## src/rtl/vrgi_pkg.sv

```systemverilog
// Shared types and helpers for the vector register group issue stage:
// op record, reserved vlmul code, legality check and beat count.
package vrgi_pkg;

  localparam int VREG_W = 5;
  localparam int TAG_W  = 4;

  localparam logic [2:0] VLMUL_RSVD = 3'b100;

  typedef struct packed {
    logic [VREG_W-1:0] vreg;
    logic [2:0]        vlmul;
    logic [TAG_W-1:0]  tag;
  } op_t;

  typedef enum logic [1:0] {
    ST_IDLE,
    ST_ISSUE,
    ST_BEATS
  } state_t;

  // Integer LMUL groups must start on a register number that is a multiple of LMUL.
  function automatic logic is_legal(op_t op);
    logic [VREG_W-1:0] mask;
    if (op.vlmul == VLMUL_RSVD) return 1'b0;
    if (op.vlmul[2]) return 1'b1;
    mask = VREG_W'((32'd1 << op.vlmul) - 32'd1);
    return (op.vreg & mask) == '0;
  endfunction

  function automatic logic [3:0] beats(logic [2:0] vlmul);
    return vlmul[2] ? 4'd1 : 4'(4'd1 << vlmul[1:0]);
  endfunction

  function automatic logic [VREG_W-1:0] group_idx(op_t op);
    return op.vlmul[2] ? op.vreg : (op.vreg >> op.vlmul[1:0]);
  endfunction

endpackage

```

## src/rtl/vrgi_fifo.sv

```systemverilog
// Small op FIFO: power-of-two depth, wrapping pointers plus an occupancy count.
// Flush empties it and overrides any push or pop in the same cycle.
module vrgi_fifo
  import vrgi_pkg::*;
#(
  parameter int DEPTH = 4
) (
  input  logic clk,
  input  logic rst,
  input  logic flush,
  input  logic push,
  input  op_t  push_op,
  input  logic pop,
  output op_t  head,
  output logic empty,
  output logic full,
  output logic nonempty_nxt
);

  localparam int PW = $clog2(DEPTH);
  localparam int CW = PW + 1;

  op_t           mem [DEPTH];
  logic [PW-1:0] wr_ptr_q, wr_ptr_d;
  logic [PW-1:0] rd_ptr_q, rd_ptr_d;
  logic [CW-1:0] count_q, count_d;
  logic          wr_en, rd_en;

  assign empty = (count_q == '0);
  assign full  = (count_q == CW'(DEPTH));
  assign wr_en = push & ~full & ~flush;
  assign rd_en = pop & ~empty & ~flush;
  assign head  = mem[rd_ptr_q];

  always_comb begin
    wr_ptr_d = wr_ptr_q;
    rd_ptr_d = rd_ptr_q;
    count_d  = count_q;
    if (flush) begin
      wr_ptr_d = '0;
      rd_ptr_d = '0;
      count_d  = '0;
    end else begin
      if (wr_en) wr_ptr_d = wr_ptr_q + 1'b1;
      if (rd_en) rd_ptr_d = rd_ptr_q + 1'b1;
      count_d = count_q + CW'(wr_en) - CW'(rd_en);
    end
  end

  assign nonempty_nxt = (count_d != '0);

  always_ff @(posedge clk or posedge rst) begin
    if (rst) begin
      wr_ptr_q <= '0;
      rd_ptr_q <= '0;
      count_q  <= '0;
    end else begin
      wr_ptr_q <= wr_ptr_d;
      rd_ptr_q <= rd_ptr_d;
      count_q  <= count_d;
    end
  end

  // Storage is data only; occupancy alone decides what is valid.
  always_ff @(posedge clk) begin
    if (wr_en) mem[wr_ptr_q] <= push_op;
  end

endmodule

```

## src/rtl/vreg_group_issue.sv

```systemverilog
// Feeds the vector register address generator: queues ops, drops misaligned ones,
// fires a one-cycle start and tags each generated beat with its op.
module vreg_group_issue
  import vrgi_pkg::*;
#(
  parameter int ADDR_WIDTH = 5,
  parameter int DEPTH      = 4,
  parameter int TAG_WIDTH  = 4
) (
  input  logic                  clk,
  input  logic                  rst,
  input  logic                  in_valid,
  output logic                  in_ready,
  input  logic [ADDR_WIDTH-1:0] in_vreg,
  input  logic [2:0]            in_vlmul,
  input  logic [TAG_WIDTH-1:0]  in_tag,
  input  logic                  flush,
  input  logic                  agu_idle,
  output logic                  agu_en,
  output logic [ADDR_WIDTH-1:0] agu_addr,
  output logic [2:0]            agu_vlmul,
  output logic                  beat_valid,
  output logic                  beat_last,
  output logic [TAG_WIDTH-1:0]  beat_tag,
  output logic                  err_valid,
  output logic [TAG_WIDTH-1:0]  err_tag
);

  op_t                  in_op, head;
  state_t               state_q, state_d;
  logic [3:0]           beat_cnt_q, beat_cnt_d;
  logic [TAG_WIDTH-1:0] tag_q, tag_d;
  logic                 fifo_empty, fifo_full, fifo_nonempty_nxt;
  logic                 pop, head_legal;

  assign in_op      = '{vreg: in_vreg, vlmul: in_vlmul, tag: in_tag};
  assign in_ready   = ~fifo_full;
  assign head_legal = is_legal(head);

  vrgi_fifo #(.DEPTH(DEPTH)) u_fifo (
    .clk          (clk),
    .rst          (rst),
    .flush        (flush),
    .push         (in_valid & in_ready),
    .push_op      (in_op),
    .pop          (pop),
    .head         (head),
    .empty        (fifo_empty),
    .full         (fifo_full),
    .nonempty_nxt (fifo_nonempty_nxt)
  );

  always_ff @(posedge clk or posedge rst) begin
    if (rst) begin
      state_q    <= ST_IDLE;
      beat_cnt_q <= '0;
    end else begin
      state_q    <= state_d;
      beat_cnt_q <= beat_cnt_d;
    end
  end

  always_ff @(posedge clk) begin
    tag_q <= tag_d;
  end

  always_comb begin
    state_d    = state_q;
    beat_cnt_d = beat_cnt_q;
    tag_d      = tag_q;
    if (flush) begin
      state_d    = ST_IDLE;
      beat_cnt_d = '0;
    end else begin
      case (state_q)
        ST_IDLE: begin
          if (!fifo_empty) state_d = ST_ISSUE;
        end
        ST_ISSUE: begin
          if (fifo_empty) begin
            state_d = ST_IDLE;
          end else if (!head_legal) begin
            state_d = fifo_nonempty_nxt ? ST_ISSUE : ST_IDLE;
          end else if (agu_idle) begin
            state_d    = ST_BEATS;
            beat_cnt_d = beats(head.vlmul);
            tag_d      = head.tag;
          end
        end
        ST_BEATS: begin
          beat_cnt_d = beat_cnt_q - 4'd1;
          if (beat_cnt_q == 4'd1) state_d = fifo_nonempty_nxt ? ST_ISSUE : ST_IDLE;
        end
        default: state_d = ST_IDLE;
      endcase
    end
  end

  // Flush squashes every strobe in its own cycle.
  always_comb begin
    pop        = 1'b0;
    agu_en     = 1'b0;
    err_valid  = 1'b0;
    beat_valid = 1'b0;
    beat_last  = 1'b0;
    if (!flush) begin
      case (state_q)
        ST_ISSUE: begin
          if (!fifo_empty) begin
            if (!head_legal) begin
              pop       = 1'b1;
              err_valid = 1'b1;
            end else if (agu_idle) begin
              pop    = 1'b1;
              agu_en = 1'b1;
            end
          end
        end
        ST_BEATS: begin
          beat_valid = 1'b1;
          beat_last  = (beat_cnt_q == 4'd1);
        end
        default: ;
      endcase
    end
  end

  assign agu_addr  = agu_en ? ADDR_WIDTH'(group_idx(head)) : '0;
  assign agu_vlmul = agu_en ? head.vlmul : 3'd0;
  assign beat_tag  = beat_valid ? tag_q : '0;
  assign err_tag   = err_valid ? head.tag : '0;

endmodule

```

## config.mk

```make
export PLATFORM = sky130hd
export DESIGN_NAME = vreg_group_issue
export DESIGN_NICKNAME = d
export VERILOG_FILES = /design/src/rtl/vrgi_pkg.sv /design/src/rtl/vrgi_fifo.sv /design/src/rtl/vreg_group_issue.sv
export SDC_FILE = /design/constraint.sdc
export NUM_CORES = 1
export LEC_CHECK = 0
export ABC_AREA = 0
export BUFFER_PORTS_ARGS = -buffer_cell sky130_fd_sc_hd__buf_2
export CAP_MARGIN = 20
export CORE_MARGIN = 4
export CORE_UTILIZATION = 58
export CTS_CLUSTER_SIZE = 10
export DETAILED_ROUTE_END_ITERATION = 8
export PLACE_DENSITY = 0.79
export REMOVE_ABC_BUFFERS = 1
export SYNTH_ARGS = -nofsm -noshare
export SYNTH_HDL_FRONTEND = slang
export SYNTH_SLANG_ARGS = --single-unit
```

## constraint.sdc

```tcl
create_clock -name clk -period 5.1 [get_ports clk]
set_input_delay 0.255 -clock clk [delete_from_list [all_inputs] [get_ports clk]]
set_output_delay 0.255 -clock clk [all_outputs]
set_load 0.01 [all_outputs]
```

Word-level counts from Yosys, hierarchy flattened
Memories as Yosys holds them, arrays and structs flattened.
Cells that the tools add are included.
{ "word_totals": {"reg_bits": 17, "wordCells": 96, "n_memories": 1, "mem_bits_rw": 48, "inputBits": 17} }
{ "classes": {"n_shift": 3, "addsub": 6, "muxes": 50, "bitwise": 9, "n_reduce_logical": 10, "eq_ne": 11} }
{ "mem_list": {"columns": ["memory", "depth", "word_bits", "read_ports", "rd_ports_with_merged_regs", "write_ports", "line_no", "text"], "rows": [
  ["u_fifo.mem", 4, 12, 1, 0, 1, "vrgi_fifo.sv:23", "op_t mem [DEPTH];"]
]} }
{ "ops": {"columns": ["op", "count"], "rows": [
  ["two-way mux 4 bit", 7],
  ["two-way mux 1 bit", 27],
  ["two-way mux 2 bit", 10],
  ["inequality test 3 bit, second input constant", 5],
  ["two-way mux 5 bit", 2],
  ["one-hot mux 4 bit (2 select lines)", 1],
  ["== test 3 bit, second input constant", 2],
  ["two-way mux 3 bit", 2],
  ["one-hot mux 2 bit (3 select lines)", 1],
  ["nonzero test 3 bit", 2],
  ["AND 1 bit", 5],
  ["AND 5 bit", 1],
  ["zero test 5 bit", 1],
  ["inequality test 5 bit, second input constant", 1],
  ["AND reduction 5 bit", 1],
  ["left shift 1 x 3 -> 5 bit, first input constant", 1],
  [">> shifter 5 x 2 -> 5 bit", 1],
  ["subtractor 5 x 1 -> 5 bit, second input constant", 1],
  ["adder 2 x 1 -> 2 bit, second input constant", 2],
  ["== test 4 x 1 -> 1 bit, second input constant", 1],
  ["AND reduction 4 bit", 1],
  ["nonzero test 2 bit", 2],
  ["left shift 1 x 2 -> 4 bit, first input constant", 1],
  ["subtractor 4 x 1 -> 4 bit, second input constant", 1],
  ["8 further kinds", 10]
]} }

Depth between registers and ports, before layout
An unclocked memory read counts as a cell.
{ "depth": {"depth_word": 21, "mapped_depth": 21, "ltp_nobuf": 19} }

By module
A second synthesis with hierarchy kept.
{ "unflattened": {"cells_unflattened": 236, "area_unflattened_um2": 3219.3} }
{ "modules_own_cells": {"columns": ["mod", "n_inst", "cells_each", "area_per_inst_um2"], "rows": [
  ["vrgi_fifo", 1, 111, 2235.9],
  ["vreg_group_issue", 1, 125, 983.4]
]} }

Worst setup path after synthesis
Ideal clock, no wire load.
{ "synth_timing": {"path_kind": "reg-to-reg", "start": "reg u_fifo.rd_ptr_q[0]", "end": "reg state_q[0]", "t_arrival_ns": 3.798, "setup_ns": 0.137, "slack_ns": 1.166, "n_path_buf": 2, "period_less_slack_ns": 3.934, "path_stages_with_launch": 21, "cell_sequence": "dfrtp_1 -> buf_6 -> mux4_2 -> clkbuf_1 -> nor2_1 -> nand2_1 -> ha_1 -> nand2b_1 -> mux2i_2 -> o21ai_4 -> a21oi_1 -> ha_1 -> inv_1 -> ha_1 -> inv_1 -> fa_1 -> xor2_1 -> xnor2_1 -> nand3b_1 -> a31oi_1 -> o32ai_1"} }
{ "synth_between": {"elab_chain_len": 21, "elab_cells_between_ends": 29, "classes_between": "2 x add/sub; 2 x eq/ne; 1 x shift; 17 x mux; 3 x bitwise; 3 x reduce/logical; 1 x memory"} }
{ "synth_lines": {"columns": ["element", "line_no", "text"], "rows": [
  ["start: declaration", "vrgi_fifo.sv:25", "logic [PW-1:0] rd_ptr_q, rd_ptr_d;"],
  ["start signal: assignment", "vrgi_fifo.sv:59", "rd_ptr_q <= rd_ptr_d;"],
  ["memory (4 x 12 bit) (*)", null, null],
  ["left shift 1 x 3 -> 5 bit", "vrgi_pkg.sv:27", "mask = VREG_W'((32'd1 << op.vlmul) - 32'd1);"],
  ["subtractor 5 x 1 -> 5 bit", "vrgi_pkg.sv:27", null],
  ["AND 5 bit", "vrgi_pkg.sv:28", "return (op.vreg & mask) == '0;"],
  ["zero test 5 bit", "vrgi_pkg.sv:28", null],
  ["two-way mux 1 bit", "vrgi_pkg.sv:27", null],
  ["two-way mux 1 bit (*)", "vrgi_pkg.sv:26", "if (op.vlmul[2]) return 1'b1;"],
  ["two-way mux 1 bit", "vreg_group_issue.sv:110", "if (!head_legal) begin"],
  ["[... 5 more ...]", null, null],
  ["subtractor 3 x 1 -> 3 bit", "vrgi_fifo.sv:46", "count_d = count_q + CW'(wr_en) - CW'(rd_en);"],
  ["two-way mux 3 bit", "vrgi_fifo.sv:39", "if (flush) begin"],
  ["nonzero test 3 bit", "vrgi_fifo.sv:50", "assign nonempty_nxt = (count_d != '0);"],
  ["two-way mux 1 bit", "vreg_group_issue.sv:83, vreg_group_issue.sv:92", null],
  ["two-way mux 2 bit", "vreg_group_issue.sv:82", "end else if (!head_legal) begin"],
  ["two-way mux 2 bit", "vreg_group_issue.sv:80", "if (fifo_empty) begin"],
  ["one-hot mux 2 bit (3 select lines)", "vreg_group_issue.sv:75", "case (state_q)"],
  ["two-way mux 2 bit", "vreg_group_issue.sv:71", "if (flush) begin"],
  ["end signal: assignment", "vreg_group_issue.sv:58", "state_q <= state_d;"],
  ["end: declaration", "vreg_group_issue.sv:30", "state_t state_q, state_d;"]
]} }
Mark *: on every way between the ends. The rest lies on a longest branch, timed or not. The select of a mux whose other input is x is not followed.
A chain may end at the register's enable or synchronous reset.

Worst setup path in the final report
Ends and elaborated chain as after synthesis.

==> qor.yml <==
wl_um: 5940
clk_latency_ns: 0.35
end_kind: "flop"
coreArea_um2: 5240
cts_root_buf: "clkbuf_8"
finalHoldViolations: 0
rows: 26
grt_antenna_before_repair: 0
die_h_um: 82.4
ctsHoldBuffers: 1
max_slew_margin: 0.554
tightest_slew_ns: 0.670
grt_max_degree: 18
cp_cell_sequence: "buf_4 > mux4_2 > nor2_1 > nand2_1 > ha_1 > inv_1 > a21oi_1 > nand3_1 > o21ai_4 > a21oi_1 > ha_1 > inv_1 > ha_1 > inv_1 > fa_1 > xor2_1 > xnor2_1 > nand3b_1 > a31oi_1 > o32ai_1"
critPathLaunchType: "flop"
drt-pass1-iter-count: 4
grt_pass1_wl_um: 9720
finalCritPeriodShare: 0.895
wl_per_cell_um: 16.7
cts_setup_buffers: 0
synth-seq-cells: 65
min_path_type: "input port to flop"
vias: 2033
seq_area_frac_synth: 0.588
yosys_warnings: 0
overflow: 0
synth_top_area_cell: "edfxtp_1"
post-route-min-period_ns: 4.57
maxCapViolCount: 0
tns_ns: 0
io_buffers: 37
ir_drop_uv: 262
synth.avg_cell_area_um2: 13.4
place_congestion: 0.840
synth.area.top_cells: "edfxtp_1 (49%), dfrtp_1 (10%), mux4_2 (6.3%)"
post_cts_resized: 0
final_nets: 308
rsz0062_at_grt: "no"
syn_inst: 240
final_max_slew_viol_count: 0
cp_top_family: "adder cells"
grt_usage: 0.203
crit_slowest_cell: "dfrtp_1"
design.die.area_um2: 6780
nFillCells: 361
p_total_mw: 1.55
cts_buffers: 9
via_per_inst: 5.71
ioPinCount: 38
crit_fanout: 11
grt_pass1_vias: 2012
start_util: 0.612
n_antenna_cell: 0
path_buf_inv: 4
tritoncts: "done"
cts_max_level: 3
setup_viol: 0
cts_sinks: 65
clockBufferDepth: 2
drc_errors: 0
outcome: "completed"
die-width_um: 82.4
crit_type: "flop to flop"
synth_top_cell_area_share: 0.487
worstPathArrival_ns: 4.79
layout_commonest_cell: "edfxtp_1"
path_clk_slew_ns: 0.07
p_per_area_nw_per_um2: 426
syn_to_final_growth_pct: 13.1
max_freq_mhz: 219
final_cell_mix: "edfxtp_1 (52), buf_2 (37), nor2_1 (20)"
finalClockSkew_ns: 0.00512
drt_iter0_drc: 101
crit_required_ns: 5.32
antenna_left: 0
dp_hpwl_um: 4110
drive_gt1_frac: 0.276
slowest_delay_ns: 0.69
leakage_nw: 1.44
synth.distinct_cells: 47
synthesis.area_um2: 3210
## state kept, by name (all words and copies together), names as in the netlist
signal	cells
u_fifo.mem	48
u_fifo.wr_ptr_q	2
beat_cnt_q	4
u_fifo.rd_ptr_q	2
u_fifo.count_q	3
state_q	2
tag_q	4
## path summary, 6_finish.rpt
path                                                 from                             end  slack [ns]  cells past startpoint
max                        u_fifo.rd_ptr_q[0]$_DFFE_PP0P_          state_q[0]$_DFFE_PP0P_        0.53                     20
min                                            in_vreg[4]     u_fifo.mem[3][11]$_DFFE_PP_        0.12                      1
max reg2reg                u_fifo.rd_ptr_q[0]$_DFFE_PP0P_          state_q[0]$_DFFE_PP0P_        0.53                     20
min reg2reg                     beat_cnt_q[3]$_DFFE_PP0P_       beat_cnt_q[3]$_DFFE_PP0P_        0.54                      1
max in group asynchronous                             rst  u_fifo.wr_ptr_q[0]$_DFFE_PP0P_        4.29                      3
min in group asynchronous                             rst     u_fifo.count_q[2]$_DFF_PP0_        0.47                      3
## routing by layer
metal,GRT usage,up-vias,share of wire
met5,0,-,0
met4,0.143,0,0.041
met3,0.0488,20,0.056
met2,0.304,66,0.47
met1,0.259,986,0.44
li1,-,961,-
## through the flow
stage	instance area [um^2]	setup WS (ns)	utilization	std cells	hold slack [ns]
final	3630	0.535	0.693	356	0.118
after global routing	3630	0.142	0.693	356	0.104
after CTS	3630	0.488	0.693	356	0.105
after detailed placement	3430	0.539	0.655	339	0.308
after global placement	3430	0.663	0.655	339	0.300
after floorplan	3140	0.855	-	230	0.132
## cells by family (layout without fill, tap and decap cells)
group / count (synthesis) / in the layout / share of synthesized area
AND/OR/NAND/NOR: 83 / 83 / 0.133
flip-flops: 65 / 65 / 0.588
AO/OA/AOI/OAI: 31 / 31 / 0.0663
buffers and inverters: 25 / 71 / 0.0371
multiplexers: 22 / 22 / 0.123
adder cells (fa/ha/maj): 10 / 10 / 0.0414
XOR/XNOR: 4 / 4 / 0.0109
## final cells by class
cell class | count | area [um^2] | area share
timing repair buffer | 40 | 210 | 0.0579
inverter | 15 | 56.3 | 0.0155
multi-input combinational | 150 | 1200 | 0.331
sequential | 65 | 1890 | 0.520
clock buffer | 10 | 128 | 0.0352
clock inverter | 6 | 58.8 | 0.0162
tap | 70 | 87.6 | 0.0241
## cell usage after synthesis, drive strengths merged
| cell type | n |
|---|---|
| nor3b | 2 |
| dfrtp | 13 |
| edfxtp | 52 |
| nor2b | 4 |
| mux4 | 12 |
| nand3b | 2 |
| a22oi | 1 |
| clkbuf | 5 |
| a31o | 1 |
| buf | 5 |
| nor2 | 27 |
| o21ai | 7 |
| nand2 | 19 |
| mux2 | 3 |
| nand4 | 1 |
| inv | 15 |
| xnor2 | 2 |
| nor3 | 7 |
| nand3 | 5 |
| o32ai | 1 |
| o22ai | 3 |
| a21boi | 2 |
| and2 | 9 |
| mux2i | 7 |
| a221oi | 1 |
| a31oi | 4 |
| xor2 | 2 |
| fa | 1 |
| ha | 9 |
| a2bb2oi | 1 |
| a21oi | 8 |
| nand2b | 3 |
| o31ai | 1 |
| o21a | 1 |
| and3 | 4 |
## report_power, final
group,switching [mW],total (mW),internal [mW]
combinational,0.256,0.457,0.201
clock,0.191,0.414,0.223
sequential,0.0464,0.675,0.629
(Power assumes the default switching activity.)
